--- src/rtl/reset_sequencer.sv ---
// reset_sequencer
//   Builds the staged, active-high reset fabric for the downstream shift and
//   register stages. Three request sources (board reset, PLL lock, software
//   request) are merged; the two asynchronous ones are synchronized first.
//   Once the merged request has been clean for STRETCH_CYCLES, the stage
//   resets are released one by one, STAGE_DLY cycles apart, bit 0 first.
//   Any new request re-asserts every stage on the same edge.
//
// Ports
//   clk               system clock, all logic on posedge
//   reset             synchronous, active-high block reset
//   ext_rst_n_async   board reset request, active-low, asynchronous
//   pll_locked_async  PLL lock, asynchronous, low requests reset
//   sw_rst_req        software reset request, synchronous, active-high
//   rst_out           per-stage reset, active-high, bit 0 releases first
//   rst_done          high once every stage is released
//   seq_busy          high in every state except DONE
module reset_sequencer #(
    parameter int N_STAGES       = 3,
    parameter int SYNC_STAGES    = 2,
    parameter int STRETCH_CYCLES = 16,
    parameter int STAGE_DLY      = 8
) (
    input  logic                clk,
    input  logic                reset,
    input  logic                ext_rst_n_async,
    input  logic                pll_locked_async,
    input  logic                sw_rst_req,
    output logic [N_STAGES-1:0] rst_out,
    output logic                rst_done,
    output logic                seq_busy
);

    localparam int CNT_MAX = ((STRETCH_CYCLES > STAGE_DLY) ? STRETCH_CYCLES : STAGE_DLY) - 1;
    localparam int CNT_W   = (CNT_MAX < 1) ? 1 : $clog2(CNT_MAX + 1);
    localparam int IDX_W   = (N_STAGES < 2) ? 1 : $clog2(N_STAGES);

    localparam logic [1:0] ST_ASSERT  = 2'd0;
    localparam logic [1:0] ST_STRETCH = 2'd1;
    localparam logic [1:0] ST_RELEASE = 2'd2;
    localparam logic [1:0] ST_DONE    = 2'd3;

    // Synchronizer chains; cleared to 0 so both sources read as "request
    // reset" until real samples have walked through every flop.
    logic [SYNC_STAGES-1:0] ext_sync_reg;
    logic [SYNC_STAGES-1:0] lock_sync_reg;

    always_ff @(posedge clk) begin
        if (reset) begin
            ext_sync_reg  <= '0;
            lock_sync_reg <= '0;
        end else begin
            ext_sync_reg  <= {ext_sync_reg[SYNC_STAGES-2:0], ext_rst_n_async};
            lock_sync_reg <= {lock_sync_reg[SYNC_STAGES-2:0], pll_locked_async};
        end
    end

    logic ext_sync;
    logic lock_sync;
    logic req;

    assign ext_sync  = ext_sync_reg[SYNC_STAGES-1];
    assign lock_sync = lock_sync_reg[SYNC_STAGES-1];
    assign req       = ~ext_sync | ~lock_sync | sw_rst_req;

    logic [1:0]          state_reg,    state_next;
    logic [CNT_W-1:0]    cnt_reg,      cnt_next;
    logic [IDX_W-1:0]    idx_reg,      idx_next;
    logic [N_STAGES-1:0] rst_out_reg,  rst_out_next;
    logic                rst_done_reg, rst_done_next;
    logic                seq_busy_reg, seq_busy_next;

    // One-hot mask of the stage addressed by idx_reg.
    logic [N_STAGES-1:0] idx_mask;

    generate
        for (genvar gi = 0; gi < N_STAGES; gi++) begin : g_idx_mask
            assign idx_mask[gi] = (idx_reg == IDX_W'(gi));
        end
    endgenerate

    always_comb begin
        state_next    = state_reg;
        cnt_next      = cnt_reg;
        idx_next      = idx_reg;
        rst_out_next  = rst_out_reg;
        rst_done_next = rst_done_reg;
        seq_busy_next = seq_busy_reg;

        if (req && state_reg != ST_ASSERT) begin
            // Abort: every stage goes back into reset on this edge.
            state_next    = ST_ASSERT;
            cnt_next      = '0;
            idx_next      = '0;
            rst_out_next  = '1;
            rst_done_next = 1'b0;
            seq_busy_next = 1'b1;
        end else begin
            case (state_reg)
                ST_ASSERT: begin
                    if (!req) begin
                        state_next = ST_STRETCH;
                        cnt_next   = '0;
                    end
                end
                ST_STRETCH: begin
                    if (cnt_reg == CNT_W'(STRETCH_CYCLES - 1)) begin
                        rst_out_next[0] = 1'b0;
                        cnt_next        = '0;
                        if (N_STAGES == 1) begin
                            state_next    = ST_DONE;
                            rst_done_next = 1'b1;
                            seq_busy_next = 1'b0;
                        end else begin
                            state_next = ST_RELEASE;
                            idx_next   = IDX_W'(1);
                        end
                    end else begin
                        cnt_next = cnt_reg + CNT_W'(1);
                    end
                end
                ST_RELEASE: begin
                    if (cnt_reg == CNT_W'(STAGE_DLY - 1)) begin
                        rst_out_next = rst_out_reg & ~idx_mask;
                        cnt_next     = '0;
                        if (idx_reg == IDX_W'(N_STAGES - 1)) begin
                            state_next    = ST_DONE;
                            rst_done_next = 1'b1;
                            seq_busy_next = 1'b0;
                        end else begin
                            idx_next = idx_reg + IDX_W'(1);
                        end
                    end else begin
                        cnt_next = cnt_reg + CNT_W'(1);
                    end
                end
                default: begin
                    // DONE: hold until a request arrives (handled above).
                end
            endcase
        end
    end

    always_ff @(posedge clk) begin
        if (reset) begin
            state_reg    <= ST_ASSERT;
            cnt_reg      <= '0;
            idx_reg      <= '0;
            rst_out_reg  <= '1;
            rst_done_reg <= 1'b0;
            seq_busy_reg <= 1'b1;
        end else begin
            state_reg    <= state_next;
            cnt_reg      <= cnt_next;
            idx_reg      <= idx_next;
            rst_out_reg  <= rst_out_next;
            rst_done_reg <= rst_done_next;
            seq_busy_reg <= seq_busy_next;
        end
    end

    assign rst_out  = rst_out_reg;
    assign rst_done = rst_done_reg;
    assign seq_busy = seq_busy_reg;

endmodule
--- config.mk ---
export PLATFORM = sky130hd
export DESIGN_NAME = reset_sequencer
export DESIGN_NICKNAME = d
export VERILOG_FILES = /design/src/rtl/reset_sequencer.sv
export SDC_FILE = /design/constraint.sdc
export NUM_CORES = 1
export LEC_CHECK = 0
export ABC_AREA = 1
export CAP_MARGIN = 20
export CORE_MARGIN = 2
export CORE_UTILIZATION = 55
export CTS_CLUSTER_SIZE = 24
export DETAILED_ROUTE_END_ITERATION = 8
export DONT_BUFFER_PORTS = 1
export PLACE_DENSITY = 0.7
export SETUP_SLACK_MARGIN = 0.2
export SYNTH_ARGS = -nofsm -noshare
export SYNTH_HDL_FRONTEND = slang
export SYNTH_SLANG_ARGS = --single-unit
--- constraint.sdc ---
create_clock -name clk -period 3.6 [get_ports clk]
set_clock_uncertainty 0.05 [all_clocks]
set_input_delay 0.18 -clock clk [delete_from_list [all_inputs] [get_ports clk]]
set_output_delay 0.18 -clock clk [all_outputs]
set_load 0.02 [all_outputs]
Word level (Yosys, flattened, before mapping)

Index checks and enable logic that the tools add are counted.

Memories: 0
Input bits: 5
Bits in writable memories: 0
Output and inout port bits: 5
Register bits: 17
Memory bits (read-only): 0
Bits in latches: 0

Add/sub/neg operators: 2
Divide/modulo/power cells: 0
Shift operators: 0
Order comparisons: 0
Multiply operators: 0
Multiplexer cells: 16
Equal/unequal tests: 11
Reductions and logical operators: 13
Bitwise logic cells: 6

Operators with widths:

| kind                                          | count |
|---|---|
| two-way mux 2 bit                             | 7 |
| two-way mux 4 bit                             | 3 |
| case mux 4 bit (3 select lines)               | 1 |
| inequality test 2 bit, second input constant  | 5 |
| case mux 2 bit (3 select lines)               | 1 |
| AND reduction 3 bit                           | 2 |
| AND reduction 5 bit                           | 1 |
| adder 4 x 1 -> 4 bit, second input constant   | 1 |
| == test 2 x 1 -> 1 bit, second input constant | 2 |
| == test 2 bit, second input constant          | 2 |
| == test 4 x 3 -> 1 bit, second input constant | 1 |
| == test 4 bit, second input constant          | 1 |
| zero test 2 bit                               | 2 |
| case mux 2 bit (2 select lines)               | 1 |
| AND reduction 2 bit                           | 2 |
| AND reduction 4 bit                           | 1 |
| nonzero test 2 bit                            | 2 |
| bitwise AND 3 bit                             | 1 |
| inverter 3 bit                                | 1 |
| nonzero test 3 bit                            | 1 |
| adder 2 x 1 -> 2 bit, second input constant   | 1 |
| two-way mux 1 bit                             | 2 |
| inverter 1 bit                                | 2 |
| OR 1 bit                                      | 2 |
| other kinds (3)                               | 3 |

Longest topological paths before layout

Word-level depth: 5
Mapped depth: 10

Worst setup path after synthesis

OpenSTA, ideal clock, no wires.

Path kind: reg2reg
Start point: register state_reg[0]
End point: register state_reg[0]
Path slack: 2.185 ns
Clock period less this slack: 1.415 ns
Library setup time: 0.113 ns
Data required time: 3.437 ns
Cell stages (with the launch flop): 10
Data arrival time: 1.252 ns
Cells stage by stage: dfxtp_1 -> inv_1 -> ha_1 -> buf_2 -> nand2_1 -> nand2_1 -> a21oi_1 -> nand3_1 -> nand2_1 -> nor2_1

Word-level cells in the longest chain between the ends: 3

RTL lines:

| item                                                                       | line | RTL |
|---|---|---|
| start, declared                                                            | 66   | `logic [1:0] state_reg, state_next;` |
| start signal, assigned                                                     | 153  | `state_reg <= state_next;` |
| == test 2 bit, or another cell as far along                                | 99   | `case (state_reg)` |
| inequality test 2 bit (no source line), or another cell as far along       | n/a  |  |
| AND reduction 5 bit (no source line) or OR reduction 2 bit (tied branches) | n/a  |  |

Several ways; a longest one is shown, not always the timed one.
A chain may end at the register's enable or synchronous reset.

Worst setup path after layout

Start point: register state_reg[1]
End point: register idx_reg[0]

Word-level cells in the longest chain between the ends: 3

RTL lines:

| item                                                                       | line | RTL |
|---|---|---|
| == test 2 bit, or another cell as far along                                | 99   |  |
| inequality test 2 bit (no source line), or another cell as far along       | n/a  |  |
| AND reduction 4 bit (no source line) or OR reduction 2 bit (tied branches) | n/a  |  |
| end signal, assigned                                                       | 155  | `idx_reg <= idx_next;` |
| end, declared                                                              | 68   | `logic [IDX_W-1:0] idx_reg, idx_next;` |

Several ways; a longest one is shown, not always the timed one.

==> flow_summary_export.csv <==
group,metric,value,unit
status,run_status,"finished clean",
drt,drc,0,
placed_design,hpwl,1120,um
drt,first_iter_violations,10,
global_routing,grt_overflow,0,
timing,min_period_over_period,44.2,%
floorplan,ios,10,
clock_network,cts_hold_buf,3,
global_routing,grt_pass1_wl,2670,um
floorplan,die_w,44.7,um
placed_design,gp_congestion,0.879,
worst_setup_path,cp_max_fo,12,
floorplan,dieArea,0.00199,mm2
finish,drive_gt1_share,11.5,%
power_and_ir_drop,p_per_area,796,mW/mm2
global_routing,grt_antenna_before_repair,0,
global_routing,grt_pass1_vias,665,
clock_network,clock_sinks,17,
power_and_ir_drop,finalPower,775,uW
timing,max_slew.worst_pin.slew,0.530,ns
worst_setup_path,worstPathRequired,3.79,ns
finish,utilization,63.9,%
logic_synthesis,yosysUniqueCellTypes,19,
drt,drtAntennaViolNets,0,
clock_network,cts_made_buffers,3,
finish,fillCellCount,139,
timing,finalHoldViolations,0,
logic_synthesis,ys_top_cells_by_area,"dfxtp_1 37%, ha_1 12%, nand2_1 11%, inv_1 7.8%, nor2_1 6.6%",
clock_network,clk_transition_reported_paths,0.09,ns
clock_network,post_cts_buffers,0,
worst_setup_path,cp-startpoint,"state_reg[1]",
logic_synthesis,yosys.area.top_type,"dfxtp_1",
worst_setup_path,end_kind,"register",
logic_synthesis,syn_avg_cell_area,7.28,um2
drt,wl,1510,um
worst_setup_path,worstReg2RegStart,"state_reg[1]",
floorplan,die_height,44.7,um
job,cap_violations,0,
global_routing,grt_max_degree,13,
worst_setup_path,critPathLaunchType,"register",
global_routing,track_usage,18.2,%
clock_network,htreeDepth,1,
logic_synthesis,synth_most_common_cell,"nand2_1",
power_and_ir_drop,p_leak,0.000453,uW
floorplan,start_util,59.7,%
floorplan,rows,14,
finish,nets,145,
logic_synthesis,synth_top_area_share,37.4,%
worst_setup_path,setup.worst_path.end,"idx_reg[0]",
logic_synthesis,ys_warn_count,0,
drt,via_per_inst,5.18,
timing,fin_setup_tns,0,ns
finish,largest_register_ffs,4,
logic_synthesis,ys.flop_type,"dfxtp_1",
finish,multi_input_area,469,um2
floorplan,fp.coreArea,0.00152,mm2
clock_network,cts.path.max_buffers,2,
drt,vias,756,
placed_design,portBuffers,0,
logic_synthesis,async_flop_share,0,%
logic_synthesis,synthesis.nets,139,
finish,register_area,340,um2
clock_network,tritoncts,"yes",
logic_synthesis,seq_area_frac_synth,37.4,%
worst_setup_path,reg2reg_to,"idx_reg[0]",
worst_setup_path,r2r_cells,6,
worst_setup_path,crit_type,"reg -> reg",
logic_synthesis,synth_edf_count,0,
finish,diodes,0,
drt,routedWlPerCell,10.3,um
min_path,hold_class,"in -> reg",
finish,area_growth,7.02,%
timing,slew_viol_final,0,
clock_network,worstSkewPairLatency,0.29,ns
clock_network,ctsResizeCount,0,
drt,first_pass_iters,4,
timing,setup_viol,0,
logic_synthesis,synth_common_cells,"27 x nand2_1, 19 x inv_1, 17 x dfxtp_1, 16 x nor2_1, 10 x nand3_1",
clock_network,cts-root-buf,"clkbuf_4",
logic_synthesis,synth-seq-cells,17,
worst_setup_path,arrival,1.78,ns
worst_setup_path,reg2reg_setup_slack,2.01,ns
logic_synthesis,synth_cells,125,
timing,rsz0062_at_grt,"false",
logic_synthesis,synthesis.area,910,um2
timing,max_freq,629,MHz
power_and_ir_drop,irDropWorstVdd,0.435,mV
timing,min_period,1.59,ns
timing,relSlewSlack,64.7,%
-- where the power goes --
group / total, uW / leakage [uW] / switching (uW) / internal [uW]
Clock: 103 / 0.0000150 / 59.6 / 43.2
Combinational: 417 / 0.000300 / 271 / 146
Sequential: 254 / 0.000138 / 33.1 / 221
-- final cells by class --
type                            instances  area share [%]
Tap cell                               16            2.06
Multi-Input combinational cell         84            48.2
Inverter                               22            9.00
Timing Repair Buffer                    3            3.08
Clock buffer                            4            2.70
Sequential cell                        17            35.0
-- through the flow --
stage                     setup slack, ns  cells  instance area (um2)  hold slack (ns)
after floorplan                      2.19    125                  910            0.201
after global placement               1.96    139                  917            0.201
after detailed placement             2.01    139                  917            0.204
after CTS                            1.99    146                  973          0.00726
after global routing                 1.81    146                  973           0.0170
final                                2.01    146                  973           0.0121
-- cells in the final DEF (no fill, tap or decap), types with 2 or more instances in the layout --
cell type,count
inv_2,2
clkbuf_4,3
nand2_2,3
dfxtp_1,17
a21oi_1,7
inv_1,19
nand3_1,10
nand4_1,4
nor2_1,16
nand2_1,27
o21ai_0,2
dlygate4sd3_1,3
ha_1,9
nand2_4,2
-- critical path: stages (launching register included) --
cell	delay, ns
dfxtp_1	0.35
inv_1	0.11
ha_1	0.23
inv_2	0.06
a21oi_2	0.43
o21ai_0	0.17
a21oi_1	0.13
-- worst min path at each step --
stage          startpoint               to  slack [ns]  cells after the start
5_1_grt             reset         seq_busy        0.02                      2
6_report            reset         seq_busy        0.01                      2
2_1_floorplan       reset  ext_sync_reg[0]        0.20                      1
3_5_place_dp        reset  ext_sync_reg[1]        0.20                      1
3_3_place_gp        reset  ext_sync_reg[0]        0.20                      1
4_1_cts             reset         seq_busy       0.007                      2
-- per-layer routing --
| layer | share of wire (%) | vias to the layer above | global-route usage, % |
|---|---|---|---|
| met5 | 0 | - | 0 |
| met3 | 3.9 | 3 | 3.67 |
| met4 | 1.9 | 0 | 9.09 |
| met2 | 47 | 14 | 29.3 |
| met1 | 48 | 340 | 22.9 |
| li1 | - | 399 | - |
-- cells by family (layout without fill, tap and decap cells) --
family          Yosys count  count (layout)  share of synthesized area [%]
simple gates             64              64                           32.3
buf+inv                  24              29                           11.0
flops                    17              17                           37.4
compound gates           11              11                           6.88
fa+ha+maj                 9               9                           12.4
Note: power is estimated with default switching activity, not from simulation.
